--- src/rtl/instr_fetch_unit_pkg.sv ---
// Shared CPU definitions for the instruction fetch unit: fetch states,
// reset vector, PC increment and the word-alignment helper.
package instr_fetch_unit_pkg;

    typedef enum logic [1:0] {
        IDLE = 2'd0,
        WAIT = 2'd1,
        HOLD = 2'd2,
        DROP = 2'd3
    } fetch_state_t;

    localparam logic [31:0] RESET_PC = 32'h0000_0000;
    localparam logic [31:0] PC_STEP  = 32'd4;

    // Redirect targets are always word aligned; the low two bits are ignored.
    function automatic logic [31:0] align_word(input logic [31:0] addr);
        return addr & 32'hFFFF_FFFC;
    endfunction

endpackage

--- src/rtl/instr_fetch_unit.sv ---
// Instruction fetch unit: issues word fetches to instruction memory, presents
// fetched instructions to IF/ID, and handles hazard holds and branch redirects.
module instr_fetch_unit
    import instr_fetch_unit_pkg::*;
(
    input  logic        clk_i,
    input  logic        rst_i,
    input  logic        stall_i,
    input  logic        branch_i,
    input  logic [31:0] branch_pc_i,
    output logic        imem_req_o,
    output logic [31:0] imem_addr_o,
    input  logic        imem_ack_i,
    input  logic [31:0] imem_data_i,
    output logic [31:0] pc_o,
    output logic [31:0] instr_o,
    output logic        valid_o,
    output logic        cpu_stall_o
);

    fetch_state_t state_q, state_d;
    logic [31:0]  req_q, req_d;
    logic [31:0]  redir_q, redir_d;
    logic [31:0]  pc_q, pc_d;
    logic [31:0]  instr_q, instr_d;
    logic         valid_q, valid_d;
    logic [31:0]  target;

    assign target = align_word(branch_pc_i);

    always_comb begin
        state_d = state_q;
        req_d   = req_q;
        redir_d = redir_q;
        pc_d    = pc_q;
        instr_d = instr_q;
        valid_d = valid_q;

        unique case (state_q)
            IDLE: begin
                // Any ack seen here belongs to a request abandoned by reset.
                state_d = WAIT;
                if (branch_i) begin
                    req_d   = target;
                    valid_d = 1'b0;
                end
            end

            WAIT: begin
                if (branch_i) begin
                    valid_d = 1'b0;
                    if (imem_ack_i) begin
                        req_d = target;
                    end else begin
                        // Memory still owes us the old word; park the target.
                        redir_d = target;
                        state_d = DROP;
                    end
                end else if (imem_ack_i) begin
                    pc_d    = req_q;
                    instr_d = imem_data_i;
                    valid_d = 1'b1;
                    req_d   = req_q + PC_STEP;
                    state_d = stall_i ? HOLD : WAIT;
                end else if (!stall_i) begin
                    valid_d = 1'b0;
                end
            end

            HOLD: begin
                if (branch_i) begin
                    req_d   = target;
                    valid_d = 1'b0;
                    state_d = WAIT;
                end else if (!stall_i) begin
                    valid_d = 1'b0;
                    state_d = WAIT;
                end
            end

            DROP: begin
                valid_d = 1'b0;
                if (imem_ack_i) begin
                    // Stale word is discarded; a branch arriving with it wins.
                    req_d   = branch_i ? target : redir_q;
                    state_d = WAIT;
                end else if (branch_i) begin
                    redir_d = target;
                end
            end

            default: state_d = IDLE;
        endcase
    end

    always_ff @(posedge clk_i or negedge rst_i) begin
        if (!rst_i) begin
            state_q <= IDLE;
            req_q   <= RESET_PC;
            redir_q <= RESET_PC;
            pc_q    <= RESET_PC;
            instr_q <= 32'h0;
            valid_q <= 1'b0;
        end else begin
            state_q <= state_d;
            req_q   <= req_d;
            redir_q <= redir_d;
            pc_q    <= pc_d;
            instr_q <= instr_d;
            valid_q <= valid_d;
        end
    end

    assign imem_req_o  = (state_q == WAIT) || (state_q == DROP);
    assign imem_addr_o = req_q;
    assign cpu_stall_o = ((state_q == WAIT) && !imem_ack_i) || (state_q == DROP);
    assign pc_o        = pc_q;
    assign instr_o     = instr_q;
    assign valid_o     = valid_q;

endmodule

--- config.mk ---
export PLATFORM = sky130hd
export DESIGN_NAME = instr_fetch_unit
export DESIGN_NICKNAME = d
export VERILOG_FILES = /design/src/rtl/instr_fetch_unit_pkg.sv /design/src/rtl/instr_fetch_unit.sv
export SDC_FILE = /design/constraint.sdc
export NUM_CORES = 1
export LEC_CHECK = 0
export ABC_AREA = 1
export BUFFER_PORTS_ARGS = -buffer_cell sky130_fd_sc_hd__clkbuf_2
export CORE_MARGIN = 5
export CORE_UTILIZATION = 30
export DETAILED_ROUTE_END_ITERATION = 8
export PLACE_DENSITY_LB_ADDON = 0.2
export SYNTH_ARGS = -nofsm -noshare
export SYNTH_HDL_FRONTEND = slang
export SYNTH_SLANG_ARGS = --single-unit
--- constraint.sdc ---
create_clock -name clk_i -period 2.45 [get_ports clk_i]
set_input_delay 0.6125 -clock clk_i [delete_from_list [all_inputs] [get_ports clk_i]]
set_output_delay 0.6125 -clock clk_i [all_outputs]
set_load 0.005 [all_outputs]
# After elaboration in Yosys (flattened, before gate mapping)
# Cells that the tools add are included.
# W data, S select, Z words.
# word_totals
register_bits,131
wordCells,57
output_inout_bits,99
# op_classes
n_mux,25
n_reduce_logical,11
bitwise_logic,1
n_eq_ne,13
add_sub_neg,1
# ops
operator,count
$mux W32,9
$pmux W32 S3,1
$pmux W32 S2,1
$add A32 B3 Y32 const B,1
$mux W2,7
$ne A2 B2 Y1 const B,6
$ne A3 B3 Y1 const B,3
$pmux W2 S4,1
$reduce_and A4 Y1,2
$reduce_and A3 Y1,2
$mux W1,5
$eq A2 B2 Y1 const B,2
$pmux W1 S4,1
$eq A2 B1 Y1 const B,1
$logic_not A2 Y1,1
$logic_or A1 B1 Y1,2
$ne A2 B1 Y1 const B,1
$reduce_bool A2 Y1,1
$reduce_or A2 Y1,1
$logic_and A1 B1 Y1,1
$logic_not A1 Y1,1
$not A1 Y1,1

# Depth between registers and ports, before layout
# depth
ltp_word,4
ltp_mapped,11
depth_no_buf,10

# Worst setup path after synthesis
# No wires, ideal clock.
# synth_path
path_type,reg-to-reg
startpoint,register state_q[1]
endpoint,register redir_q[10]
setup_slack_ns,0.743
arrival_ns,1.582
stages_incl_launch_ff,10
setup_ns,0.125
cell_sequence,dfrtp_1 -> inv_1 -> ha_1 -> inv_2 -> nand2_4 -> nand2_4 -> inv_4 -> nand2_8 -> buf_6 -> mux2_4
# synth_between
elab_chain_len,3
# synth_rtl
element,line,source
"start, declared",instr_fetch_unit.sv:21,"fetch_state_t state_q, state_d;"
"start signal, assigned",instr_fetch_unit.sv:105,state_q <= state_d;
$eq A2 B2 Y1 or $eq A2 B1 Y1 (tied branches),instr_fetch_unit.sv:39,unique case (state_q)
$ne A2 B2 Y1 (no source line) or $reduce_bool A2 Y1 (tied branches),n/a,
$reduce_and A4 Y1 (no source line),n/a,
"end signal, assigned",instr_fetch_unit.sv:107,redir_q <= redir_d;
"end, declared",instr_fetch_unit.sv:23,"logic [31:0] redir_q, redir_d;"
# Parallel ways exist; a longest one is shown, timed or not.
# A chain may end at the register's enable or synchronous reset.

# Worst setup path in the final report
# layout_path
startpoint,register state_q[1]
endpoint,output port cpu_stall_o
# layout_between
elab_chain_len,3
# layout_rtl
element,line,source
$eq A2 B1 Y1,instr_fetch_unit.sv:116,assign cpu_stall_o = ((state_q == WAIT) && !imem_ack_i) || (state_q == DROP);
$logic_and A1 B1 Y1,instr_fetch_unit.sv:116,
$logic_or A1 B1 Y1 (*),instr_fetch_unit.sv:116,
"end, declared",instr_fetch_unit.sv:18,output logic cpu_stall_o
# Mark *: on every way between the ends. The rest lies on a longest branch, timed or not.

==> impl_metrics.json <==
{
  "arrival_ns": 1.60,
  "drv_slew": 0,
  "num_antenna_cells": 0,
  "worst-endpoint-required_ns": 1.84,
  "dieHeight_um": 156,
  "hp-class": "in -> async",
  "syn_nets": 764,
  "cts_hold_buf": 0,
  "design.core.area_um2": 21000,
  "max_slew_margin_pct": 66.4,
  "ys.flop_type": "dfrtp_1",
  "overflow": 0,
  "crit_fanout": 4,
  "grt_max_degree": 50,
  "final_layout_size_suffix_gt1_share_pct": 32.3,
  "start_kind": "flop",
  "die_area_um2": 24300,
  "grt_pass1_vias": 5133,
  "cts-root-buf": "clkbuf_16",
  "rsz0062_at_grt": "false",
  "fin_area_um2": 8180,
  "placed_area_um2": 7540,
  "clk_path_buf_depth": 2,
  "cts_tree": "yes",
  "post-route-min-period_ns": 2.21,
  "cts_setup_buffers": 0,
  "drt_iter0_drc": 312,
  "async_flop_share_pct": 100,
  "tns_ns": 0,
  "reg2reg_depth": 10,
  "via_per_inst": 4.60,
  "finalPower_mw": 10.5,
  "route.detailed.drc": 0,
  "fmax_mhz": 452,
  "grt_pass1_wl_um": 29000,
  "initial_utilization_pct": 30.5,
  "synth.distinct_cells": 35,
  "syn_to_final_growth_pct": 28.2,
  "postRouteAntennaNets": 0,
  "io_pins": 168,
  "ys_ff_latch": 131,
  "synth-edff-count": 0,
  "cts_repair_resize_count": 0,
  "ir_drop_mv": 0.484,
  "seq_area_frac_synth_pct": 51.4,
  "clock_skew_ns": 0.00489,
  "die_w_um": 156,
  "final_nets": 935,
  "tightest_slew_ns": 0.505,
  "finalSetupViolCount": 0,
  "io_buffers": 165,
  "final_util_pct": 39.0,
  "clk_pin_slew_ns": 0.06,
  "htreeDepth": 4,
  "fill_cells": 2181,
  "wl_per_cell_um": 16.0,
  "fp-row-count": 53,
  "critPathCaptureType": "output pin",
  "cts_made_buffers": 17,
  "regToRegSetupSlack_ns": 0.38,
  "final.period_utilization_pct": 90.3,
  "grt_use_total_pct": 15.3,
  "antenna_found_initial": 1,
  "total_leakage_power_nw": 4.06,
  "first_pass_iters": 5,
  "cts.sinks": 131,
  "drv_cap": 0,
  "finalHoldViolations": 0,
  "synthCells": 690,
  "worst-setup-path-type": "reg -> out",
  "synth.avg_cell_area_um2": 9.25,
  "synthesis.area_um2": 6380,
  "place_hpwl_um": 13900,
  "vias": 5281,
  "clock_latency_ns": 0.42,
  "place_congestion": 0.872,
  "power_density_nw_per_um2": 1290,
  "whs_ns": 0.116,
  "ys.warnings.count": 0,
  "totalWireLength_um": 18300,
  "outcome": "complete, no violations"
}
[metal layers]
metal	share of wire, %	vias up	GRT usage [%]
met5	0.060	-	0
met4	1.8	2	4.71
met3	6.8	24	5.16
met2	43	142	22.3
met1	49	2481	21.6
li1	-	2632	-
[path summary, 6_finish.rpt]
| path | endpoint | startpoint |
|---|---|---|
| setup / recovery | cpu_stall_o | state_q[1] |
| hold / removal | instr_o[4] | rst_i |
| setup reg to reg | imem_addr_o[24] | state_q[0] |
| hold reg to reg | pc_o[9] | pc_o[9] |
| max in group asynchronous | instr_o[2] | rst_i |
| min in group clk_i | instr_o[0] | imem_data_i[0] |
[cell type report]
type,instances,area [µm²],share of cell area (%)
flip-flops and latches,131,3280,40.1
well taps,275,344,4.21
multi-input cells,474,2690,32.9
clock buffers,20,467,5.71
repair buffers,180,1010,12.3
clock inverters,11,174,2.13
inverters,57,216,2.65
[worst max-delay path, cell delays in order (launching register included)]
cell and delay (ns):
dfrtp_1 0.41, inv_1 0.09, ha_1 0.25, inv_2 0.09, o21ai_0 0.19, clkbuf_2 0.15
[flip-flops by register name, indices dropped and copies added (netlist names)]
signal	cells
valid_o	1
pc_o	32
state_q	2
imem_addr_o	32
redir_q	32
instr_o	32
[logic make-up (layout without fill, tap and decap cells)]
| family | count (synthesis) | in the layout | synth area share (%) |
|---|---|---|---|
| AND/OR/NAND/NOR | 286 | 286 | 18.8 |
| flip-flops | 131 | 131 | 51.4 |
| AO/OA/AOI/OAI | 122 | 122 | 10.6 |
| buffers and inverters | 85 | 268 | 6.53 |
| multiplexers | 59 | 59 | 11.5 |
| adder cells (fa/ha/maj) | 5 | 5 | 0.980 |
| XOR/XNOR | 2 | 2 | 0.275 |
[per-stage QoR]
stage               setup WS (ns)  instances
floorplan                   0.743        690
global placement            0.393       1117
detailed placement          0.396       1117
CTS                         0.214       1148
global route               0.0901       1148
finish                      0.239       1148
[cell usage after synthesis (9+ instances only)]
master	instances	share of area [%]
nand2_1	162	9.5
dfrtp_1	131	51
nand3_1	42	3.3
inv_1	53	3.1
mux2_2	36	6.4
nor2_1	66	3.9
a21oi_1	37	2.9
buf_2	13	1.0
o21ai_0	53	4.2
mux2_4	18	4.2
buf_6	9	1.6
a22oi_1	17	2.0
[cell usage in the layout (no fill, tap or decap), types with 3 or more instances in the layout]
cell type / instances
clkbuf_2: 164
nand3_1: 42
buf_12: 5
nand2_4: 3
nor2_1: 66
mux2_1: 5
nand2_1: 162
o21ai_1: 4
clkinvlp_4: 3
bufinv_16: 4
o21ai_0: 53
clkbuf_8: 3
clkbuf_16: 17
inv_1: 53
a22oi_1: 17
inv_6: 3
inv_2: 3
dfrtp_1: 131
mux2_2: 36
nor2_2: 5
ha_1: 5
mux2_4: 18
a31oi_1: 3
a21oi_1: 37
buf_4: 10
[power breakdown]
group | leakage [nW] | switching [mW] | internal (mW) | total [mW]
logic | 2.15 | 2.10 | 1.77 | 3.86
clock network | 0.306 | 0.968 | 1.79 | 2.75
registers | 1.60 | 0.763 | 3.15 | 3.92
total | 4.06 | 3.83 | 6.71 | 10.5
Note: power is estimated with default switching activity, not from simulation.
